$ cat src/rtl/mem_access_unit_if.sv
// Data-memory bus between the M-stage load/store controller and a
// multi-cycle, ack-based data memory.
interface mem_access_unit_if;
    logic        mem_req;
    logic        mem_we;
    logic [31:0] mem_addr;
    logic [31:0] mem_wdata;
    logic [3:0]  mem_be;
    logic        mem_ack;
    logic [31:0] mem_rdata;

    // Controller side: issues the request, receives the ack and the read data
    modport master (
        output mem_req,
        output mem_we,
        output mem_addr,
        output mem_wdata,
        output mem_be,
        input  mem_ack,
        input  mem_rdata
    );

    // Memory side
    modport slave (
        input  mem_req,
        input  mem_we,
        input  mem_addr,
        input  mem_wdata,
        input  mem_be,
        output mem_ack,
        output mem_rdata
    );
endinterface

$ cat src/rtl/mem_access_unit.sv
// Memory-stage load/store controller. Runs one request/ack transaction per
// M-stage load or store, stalls the pipeline while it is outstanding, handles
// byte lanes, rejects misaligned word accesses and aborts on an ack timeout.
module mem_access_unit #(
    parameter int unsigned TIMEOUT_CYC = 64
) (
    input  logic              clk,
    input  logic              reset,
    input  logic              MemReadM,
    input  logic              MemWriteM,
    input  logic              ByteM,
    input  logic [31:0]       ALUResultM,
    input  logic [31:0]       WriteDataM,
    output logic [31:0]       ReadDataM,
    output logic              StallMem,
    output logic              MemErr,
    mem_access_unit_if.master mem
);
    localparam logic [1:0] IDLE = 2'd0;
    localparam logic [1:0] BUSY = 2'd1;
    localparam logic [1:0] DONE = 2'd2;

    localparam logic [7:0] CNT_LAST = 8'(TIMEOUT_CYC - 1);

    logic [1:0]  state_q, state_d;
    logic [7:0]  cnt_q, cnt_d;
    logic        req_q, req_d;
    logic        we_q, we_d;
    logic [31:0] addr_q, addr_d;
    logic [31:0] wdata_q, wdata_d;
    logic [3:0]  be_q, be_d;
    logic [31:0] rdata_q, rdata_d;
    logic        err_q, err_d;
    logic [1:0]  lane_q, lane_d;
    logic        byte_q, byte_d;
    logic        load_q, load_d;

    logic        cmd;
    logic        misaligned;
    logic [7:0]  lane_byte;
    logic [31:0] load_result;

    assign cmd        = MemReadM | MemWriteM;
    assign misaligned = ~ByteM & (ALUResultM[1:0] != 2'b00);

    // Pick the addressed byte lane of the returned word for byte loads
    always_comb begin
        lane_byte = mem.mem_rdata[7:0];
        case (lane_q)
            2'd0:    lane_byte = mem.mem_rdata[7:0];
            2'd1:    lane_byte = mem.mem_rdata[15:8];
            2'd2:    lane_byte = mem.mem_rdata[23:16];
            default: lane_byte = mem.mem_rdata[31:24];
        endcase
        load_result = byte_q ? {24'h0, lane_byte} : mem.mem_rdata;
    end

    // Stall while a transaction is outstanding, including the IDLE cycle that launches it
    always_comb begin
        StallMem = 1'b0;
        if (reset) begin
            StallMem = (state_q == BUSY) ||
                       ((state_q == IDLE) && cmd && !misaligned);
        end
    end

    // Next-state and register-update logic for the transaction FSM
    always_comb begin
        state_d = state_q;
        cnt_d   = cnt_q;
        req_d   = req_q;
        we_d    = we_q;
        addr_d  = addr_q;
        wdata_d = wdata_q;
        be_d    = be_q;
        rdata_d = rdata_q;
        err_d   = err_q;
        lane_d  = lane_q;
        byte_d  = byte_q;
        load_d  = load_q;

        case (state_q)
            IDLE: begin
                if (cmd) begin
                    if (misaligned) begin
                        err_d   = 1'b1;
                        rdata_d = '0;
                    end else begin
                        req_d   = 1'b1;
                        we_d    = MemWriteM;
                        addr_d  = {ALUResultM[31:2], 2'b00};
                        wdata_d = ByteM ? {4{WriteDataM[7:0]}} : WriteDataM;
                        be_d    = ByteM ? (4'b0001 << ALUResultM[1:0]) : 4'hF;
                        lane_d  = ALUResultM[1:0];
                        byte_d  = ByteM;
                        load_d  = ~MemWriteM;
                        cnt_d   = '0;
                        state_d = BUSY;
                    end
                end
            end
            BUSY: begin
                if (mem.mem_ack) begin
                    req_d = 1'b0;
                    if (load_q) begin
                        rdata_d = load_result;
                    end
                    state_d = DONE;
                end else if (cnt_q == CNT_LAST) begin
                    req_d   = 1'b0;
                    err_d   = 1'b1;
                    rdata_d = '0;
                    state_d = DONE;
                end else begin
                    cnt_d = cnt_q + 8'd1;
                end
            end
            DONE: begin
                state_d = IDLE;
            end
            default: begin
                state_d = IDLE;
            end
        endcase
    end

    // State registers with asynchronous active-low reset
    always_ff @(posedge clk or negedge reset) begin
        if (!reset) begin
            state_q <= IDLE;
            cnt_q   <= '0;
            req_q   <= 1'b0;
            we_q    <= 1'b0;
            addr_q  <= '0;
            wdata_q <= '0;
            be_q    <= '0;
            rdata_q <= '0;
            err_q   <= 1'b0;
            lane_q  <= '0;
            byte_q  <= 1'b0;
            load_q  <= 1'b0;
        end else begin
            state_q <= state_d;
            cnt_q   <= cnt_d;
            req_q   <= req_d;
            we_q    <= we_d;
            addr_q  <= addr_d;
            wdata_q <= wdata_d;
            be_q    <= be_d;
            rdata_q <= rdata_d;
            err_q   <= err_d;
            lane_q  <= lane_d;
            byte_q  <= byte_d;
            load_q  <= load_d;
        end
    end

    assign mem.mem_req   = req_q;
    assign mem.mem_we    = we_q;
    assign mem.mem_addr  = addr_q;
    assign mem.mem_wdata = wdata_q;
    assign mem.mem_be    = be_q;
    assign ReadDataM     = rdata_q;
    assign MemErr        = err_q;
endmodule

$ cat src/flat_wrapper.sv
// flat-port wrapper written by rule: the top's interface ports become plain ports
module mem_access_unit_flat 
#(
    parameter int unsigned TIMEOUT_CYC = 64
)
  (clk, reset, MemReadM, MemWriteM, ByteM, ALUResultM, WriteDataM, ReadDataM, StallMem, MemErr, mem_mem_req, mem_mem_we, mem_mem_addr, mem_mem_wdata, mem_mem_be, mem_mem_ack, mem_mem_rdata);
  mem_access_unit_if mem_i ();
  input  logic clk;
  input  logic reset;
  input  logic MemReadM;
  input  logic MemWriteM;
  input  logic ByteM;
  input  logic [31:0] ALUResultM;
  input  logic [31:0] WriteDataM;
  output logic [31:0] ReadDataM;
  output logic StallMem;
  output logic MemErr;
  output wire logic [$bits(mem_i.mem_req)-1:0] mem_mem_req;
  output wire logic [$bits(mem_i.mem_we)-1:0] mem_mem_we;
  output wire logic [$bits(mem_i.mem_addr)-1:0] mem_mem_addr;
  output wire logic [$bits(mem_i.mem_wdata)-1:0] mem_mem_wdata;
  output wire logic [$bits(mem_i.mem_be)-1:0] mem_mem_be;
  input wire logic [$bits(mem_i.mem_ack)-1:0] mem_mem_ack;
  input wire logic [$bits(mem_i.mem_rdata)-1:0] mem_mem_rdata;
  assign mem_mem_req = mem_i.mem_req;
  assign mem_mem_we = mem_i.mem_we;
  assign mem_mem_addr = mem_i.mem_addr;
  assign mem_mem_wdata = mem_i.mem_wdata;
  assign mem_mem_be = mem_i.mem_be;
  assign mem_i.mem_ack = mem_mem_ack;
  assign mem_i.mem_rdata = mem_mem_rdata;
  mem_access_unit #(.TIMEOUT_CYC(TIMEOUT_CYC)) u_core (.clk(clk), .reset(reset), .MemReadM(MemReadM), .MemWriteM(MemWriteM), .ByteM(ByteM), .ALUResultM(ALUResultM), .WriteDataM(WriteDataM), .ReadDataM(ReadDataM), .StallMem(StallMem), .MemErr(MemErr), .mem(mem_i));
endmodule
$ cat config.mk
export PLATFORM = sky130hd
export DESIGN_NAME = mem_access_unit_flat
export DESIGN_NICKNAME = d
export VERILOG_FILES = /design/src/rtl/mem_access_unit_if.sv /design/src/rtl/mem_access_unit.sv /design/src/flat_wrapper.sv
export SDC_FILE = /design/constraint.sdc
export NUM_CORES = 1
export LEC_CHECK = 0
export CAP_MARGIN = 20
export CORE_UTILIZATION = 46
export DETAILED_ROUTE_END_ITERATION = 10
export PLACE_DENSITY = 0.85
export SLEW_MARGIN = 20
export SYNTH_ARGS = -nofsm -noshare
export SYNTH_HDL_FRONTEND = slang
export SYNTH_SLANG_ARGS = --single-unit
$ cat constraint.sdc
create_clock -name clk -period 4.23 [get_ports clk]
set_input_delay 0.846 -clock clk [delete_from_list [all_inputs] [get_ports clk]]
set_output_delay 0.846 -clock clk [all_outputs]
set_load 0.02 [all_outputs]
After elaboration in Yosys (flattened, before gate mapping)

Cells that the tools add are included.

Add/subtract/negate cells: 1
Equality and inequality tests: 12
Shift-type cells: 1
Mux-type cells: 31
Bitwise logic cells: 5
Reductions and logical operators: 14

Operators by type and width:

| cell                                                 | number |
|---|---|
| two-way mux 32 bit                                   | 7 |
| case mux 32 bit (2 select lines)                     | 1 |
| two-way mux 8 bit                                    | 4 |
| case mux 8 bit (3 select lines)                      | 1 |
| case mux 8 bit (2 select lines)                      | 1 |
| AND reduction 5 bit                                  | 3 |
| two-way mux 1 bit                                    | 9 |
| adder 8 x 1 -> 8 bit (second input constant)         | 1 |
| equality test 8 x 6 -> 1 bit (second input constant) | 1 |
| two-way mux 2 bit                                    | 4 |
| != test 2 bit (second input constant)                | 4 |
| AND reduction 3 bit                                  | 2 |
| equality test 2 x 1 -> 1 bit (second input constant) | 2 |
| logical NOT 2 bit                                    | 2 |
| two-way mux 4 bit                                    | 1 |
| != test 2 x 1 -> 1 bit (second input constant)       | 2 |
| case mux 1 bit (2 select lines)                      | 2 |
| case mux 2 bit (2 select lines)                      | 1 |
| AND reduction 4 bit                                  | 1 |
| nonzero test 2 bit                                   | 2 |
| << shifter 1 x 2 -> 4 bit (first input constant)     | 1 |
| != test 3 x 2 -> 1 bit (second input constant)       | 1 |
| != test 3 bit (second input constant)                | 1 |
| inverter 1 bit                                       | 3 |
| other kinds (6)                                      | 7 |

Register bits: 115
Output and inout bits: 104
Logic and storage cells: 76

Logic depth before layout (Yosys ltp)

Depth after elaboration: 6
Gate-level depth with buffers: 7
Depth with buffers taken out: 5

Worst setup path after synthesis

No wires, ideal clock.

Kind: input-to-output
Start: input port ALUResultM[1]
End: output port StallMem
Data arrival time: 1.963 ns
Slack: 1.421 ns
Cell stages on the path: 5
Path buffers: 2
Cell sequence: o21bai_1 > nand3b_1 > buf_2 > buf_2 > a21boi_0

Longest elaborated chain between the ends: 6

RTL lines:

| what               | line                  | source |
|---|---|---|
| start: declaration | flat_wrapper.sv:13    | `input logic [31:0] ALUResultM;` |
| nonzero test 2 bit | mem_access_unit.sv:44 | `assign misaligned = ~ByteM & (ALUResultM[1:0] != 2'b00);` |
| AND 1 bit          | mem_access_unit.sv:44 |  |
| logical NOT 1 bit  | mem_access_unit.sv:63 | `((state_q == IDLE) && cmd && !misaligned);` |
| logical AND 1 bit  | mem_access_unit.sv:63 |  |
| logical OR 1 bit   | mem_access_unit.sv:62 | `StallMem = (state_q == BUSY) \|\|` |
| two-way mux 1 bit  | mem_access_unit.sv:61 | `if (reset) begin` |
| end: declaration   | flat_wrapper.sv:16    | `output logic StallMem;` |

Every way passes these cells.

Final worst setup path

Same ends and word-level chain as after synthesis.

==> impl_metrics.yaml <==
final_layout:
  diodes: 0
  syn2layout_area_growth_pct: 54.00
  fill_cells: 717
  finalNetCount: 789
  final_area_mm2: 0.007665
  instances_no_fill: 834
  drive_gt1_share_pct: 6.734
route:
  drt_iter0_drc: 222
  vias: 4421
  ant_nets: 0
  routed_via_density: 5.301
  first_pass_iters: 4
  drc: 0
  routedWlPerCell_um: 17.29
  wirelength_um: 14420
grt:
  overflow: 0
  grtUsageTotal_pct: 26.54
  grt_pass1_vias: 4561
  grt_pass1_wl_um: 22900
  antenna_found_initial: 0
  grt_max_degree: 99
worst_setup_path:
  start_kind: "input pin"
  r2r_end: "u_core.mem.mem_addr[19]"
  rrSetupSlack_ns: 1.92
  worstPathArrival_ns: 2.72
  r2r_start: "u_core.state_q[1]"
  crit_path_start: "ALUResultM[1]"
  rr_worst_depth: 5
  required_ns: 3.38
  setup.worst_path.end: "StallMem"
  worstSetupEndpointType: "output pin"
  crit_type: "in2out"
  cp_max_fo: 6
cts:
  cts_setup_buffers: 0
  path_clk_slew_ns: 0.06
  cts_tree: "done"
  htreeDepth: 4
  cts_resized: 0
  clk_path_buf_depth: 2
  clock_latency_ns: 0.51
  numCtsBuffers: 17
  holdBufCountCts: 0
  clock_sinks: 115
  cts-root-buf: "clkbuf_8"
die:
  die_w_um: 106.0
  core_mm2: 0.01042
  pin_count: 206
  chipHeight_um: 106.0
  start_util_pct: 47.78
  rows: 37
  die_area_mm2: 0.01124
timing:
  maxSlewHeadroom_pct: 30.63
  finalSetupViolations: 0
  fin_skew_ns: 0.01523
  tns_ns: 0
  drv_slew: 0
  period_minus_slack_ns: 3.570
  fin_crit_sh_pct: 84.40
  tightest_slew_ns: 1.041
  clock.fmax_ghz: 0.2801
  hold_violations: 0
  rsz0062_at_grt: "false"
pwr:
  ir_drop_mv: 0.4922
  cellLeakagePower_nw: 3.509
  power_per_cell_area_mw_per_mm2: 728.4
place:
  finalWeightedCongestion: 0.8319
  portBuffers: 203
  place_inst: 802
  hpwl_um: 10180
  place_area_mm2: 0.007068
synthesis:
  synth_seq_area_share_pct: 57.82
  synth_warnings: 0
  syn-instance-count: 486
  ys_ff_latch: 115
  synth.distinct_cells: 49
  syn_avg_cell_area_um2: 10.24
  synth_area_mm2: 0.004977
worst_hold_path:
  hp-class: "in2async"
status:
  status: "complete, no violations"
run:
  drv_cap: 0
## where the power goes
group | total, mW | internal (mW) | switching (mW) | leakage, nW
combinational | 2.33 | 1.09 | 1.23 | 1.77
sequential | 1.86 | 1.55 | 0.313 | 1.46
clock | 1.40 | 0.919 | 0.479 | 0.280
total | 5.58 | 3.56 | 2.02 | 3.51
## cell usage after synthesis (all sizes together)
cell type	n	area, um2
ha	1	12.51
mux2	1	11.26
nor3	4	41.29
xnor2	2	17.52
conb	1	3.750
a32oi	2	17.52
nor2b	2	12.51
a31o	1	8.760
o31ai	2	15.01
nand2b	1	6.260
a21o	1	7.510
nand4	1	6.260
nor4	2	25.02
o21ai	47	235.2
o221ai	1	8.760
o211ai	2	15.01
o2bb2ai	8	70.07
mux2i	33	330.3
dfrtp	115	2878
or2b	1	7.510
or3	1	6.260
nand2	162	608.1
nand4bb	1	11.26
a31oi	1	6.260
nor2	13	56.30
o21bai	1	7.510
a21oi	3	15.01
or3b	1	11.26
o21a	1	7.510
nor3b	1	7.510
clkbuf	10	37.54
nand3b	3	22.52
nand3	6	30.03
and2	1	6.260
a21boi	2	15.01
nor4b	1	15.01
and3	1	6.260
nor4bb	2	20.02
buf	20	126.4
and3b	2	17.52
inv	1	3.750
a22o	24	210.2
## kinds of logic (layout without fill, tap and decap cells)
group                    count (synthesis)  count (layout)  synth area share (%)
AND/OR/NAND/NOR                        206             206                 18.43
flip-flops                             115             115                 57.82
AO/OA/AOI/OAI                           96              96                 12.85
multiplexers                            34              34                 6.863
buffers and inverters                   31             242                 3.369
XOR/XNOR                                 2               2                0.3520
adder cells (fa/ha/maj)                  1               1                0.2513
other                                    1               2               0.07534
## cell type report
class                      count  area, um2  share of cell area [%]
inverter                       1      3.754                 0.04897
clock inverter                10      132.6                   1.730
multi-input combinational    341       1942                   25.33
tap                          136      170.2                   2.220
timing repair buffer         210       2090                   27.26
clock buffer                  21      449.2                   5.860
sequential                   115       2878                   37.54
## worst min-delay path by stage
stage | slack, ns | from | to | cells past startpoint
floorplan | 0.45 | u_core.load_q | u_core.load_q | 2
global placement | 0.46 | u_core.mem.mem_addr[30] | u_core.mem.mem_addr[30] | 2
detailed placement | 0.46 | u_core.mem.mem_addr[20] | u_core.mem.mem_addr[20] | 2
CTS | 0.47 | u_core.mem.mem_addr[3] | u_core.mem.mem_addr[3] | 2
global route | 0.49 | u_core.mem.mem_addr[3] | u_core.mem.mem_addr[3] | 2
finish | 0.46 | reset | u_core.mem.mem_wdata[0] | 2
## cells in the final DEF (no fill, tap or decap), drive strengths merged, types with 2 or more instances in the layout
cell type / synthesis / routed
nand2: 162 / 162
xnor2: 2 / 2
clkinvlp: 0 / 3
o21ai: 47 / 47
o211ai: 2 / 2
a32oi: 2 / 2
buf: 20 / 8
dfrtp: 115 / 115
nor2: 13 / 13
nand3: 6 / 6
clkbuf: 10 / 21
a21boi: 2 / 2
and3b: 2 / 2
a22o: 24 / 24
nor2b: 2 / 2
mux2i: 33 / 33
clkdlybuf4s50: 0 / 202
clkinv: 0 / 4
nor4bb: 2 / 2
nand3b: 3 / 3
nor3: 4 / 4
conb: 1 / 2
o2bb2ai: 8 / 8
a21oi: 3 / 3
o31ai: 2 / 2
nor4: 2 / 2
bufinv: 0 / 3
## routing by layer
metal / part of all wire, % / vias up / GRT usage (%)
li1: - / 2058 / -
met1: 40 / 2162 / 31.33
met2: 52 / 181 / 45.99
met3: 6.5 / 20 / 7.971
met4: 1.8 / 0 / 9.127
met5: 0 / - / 0
## metrics by stage
step / util, % / hold WS (ns) / worst slack, ns / power, mW
floorplan: - / 0.4502 / 1.421 / 2.999
global placement: 67.86 / 0.4570 / 0.7573 / 4.105
detailed placement: 67.86 / 0.4619 / 0.7174 / 4.189
CTS: 73.44 / 0.4748 / 0.6899 / 5.620
global route: 73.59 / 0.4927 / 0.5924 / 5.874
finish: 73.59 / 0.4603 / 0.6600 / 5.583
## registers in the layout, summed over array words and instances (netlist names)
signal,flops
u_core.lane_q,2
u_core.mem.mem_addr,30
u_core.mem.mem_req,1
u_core.ReadDataM,32
u_core.mem.mem_be,4
u_core.cnt_q,8
u_core.byte_q,1
u_core.load_q,1
u_core.state_q,2
u_core.mem.mem_we,1
u_core.MemErr,1
u_core.mem.mem_wdata,32
## critical path: stages
cell             delay, ns
clkdlybuf4s50_1       0.52
o21bai_1              0.35
nand3b_1              0.14
a21boi_0              0.21
clkdlybuf4s50_1       0.66
Note: power is estimated with default switching activity, not from simulation.
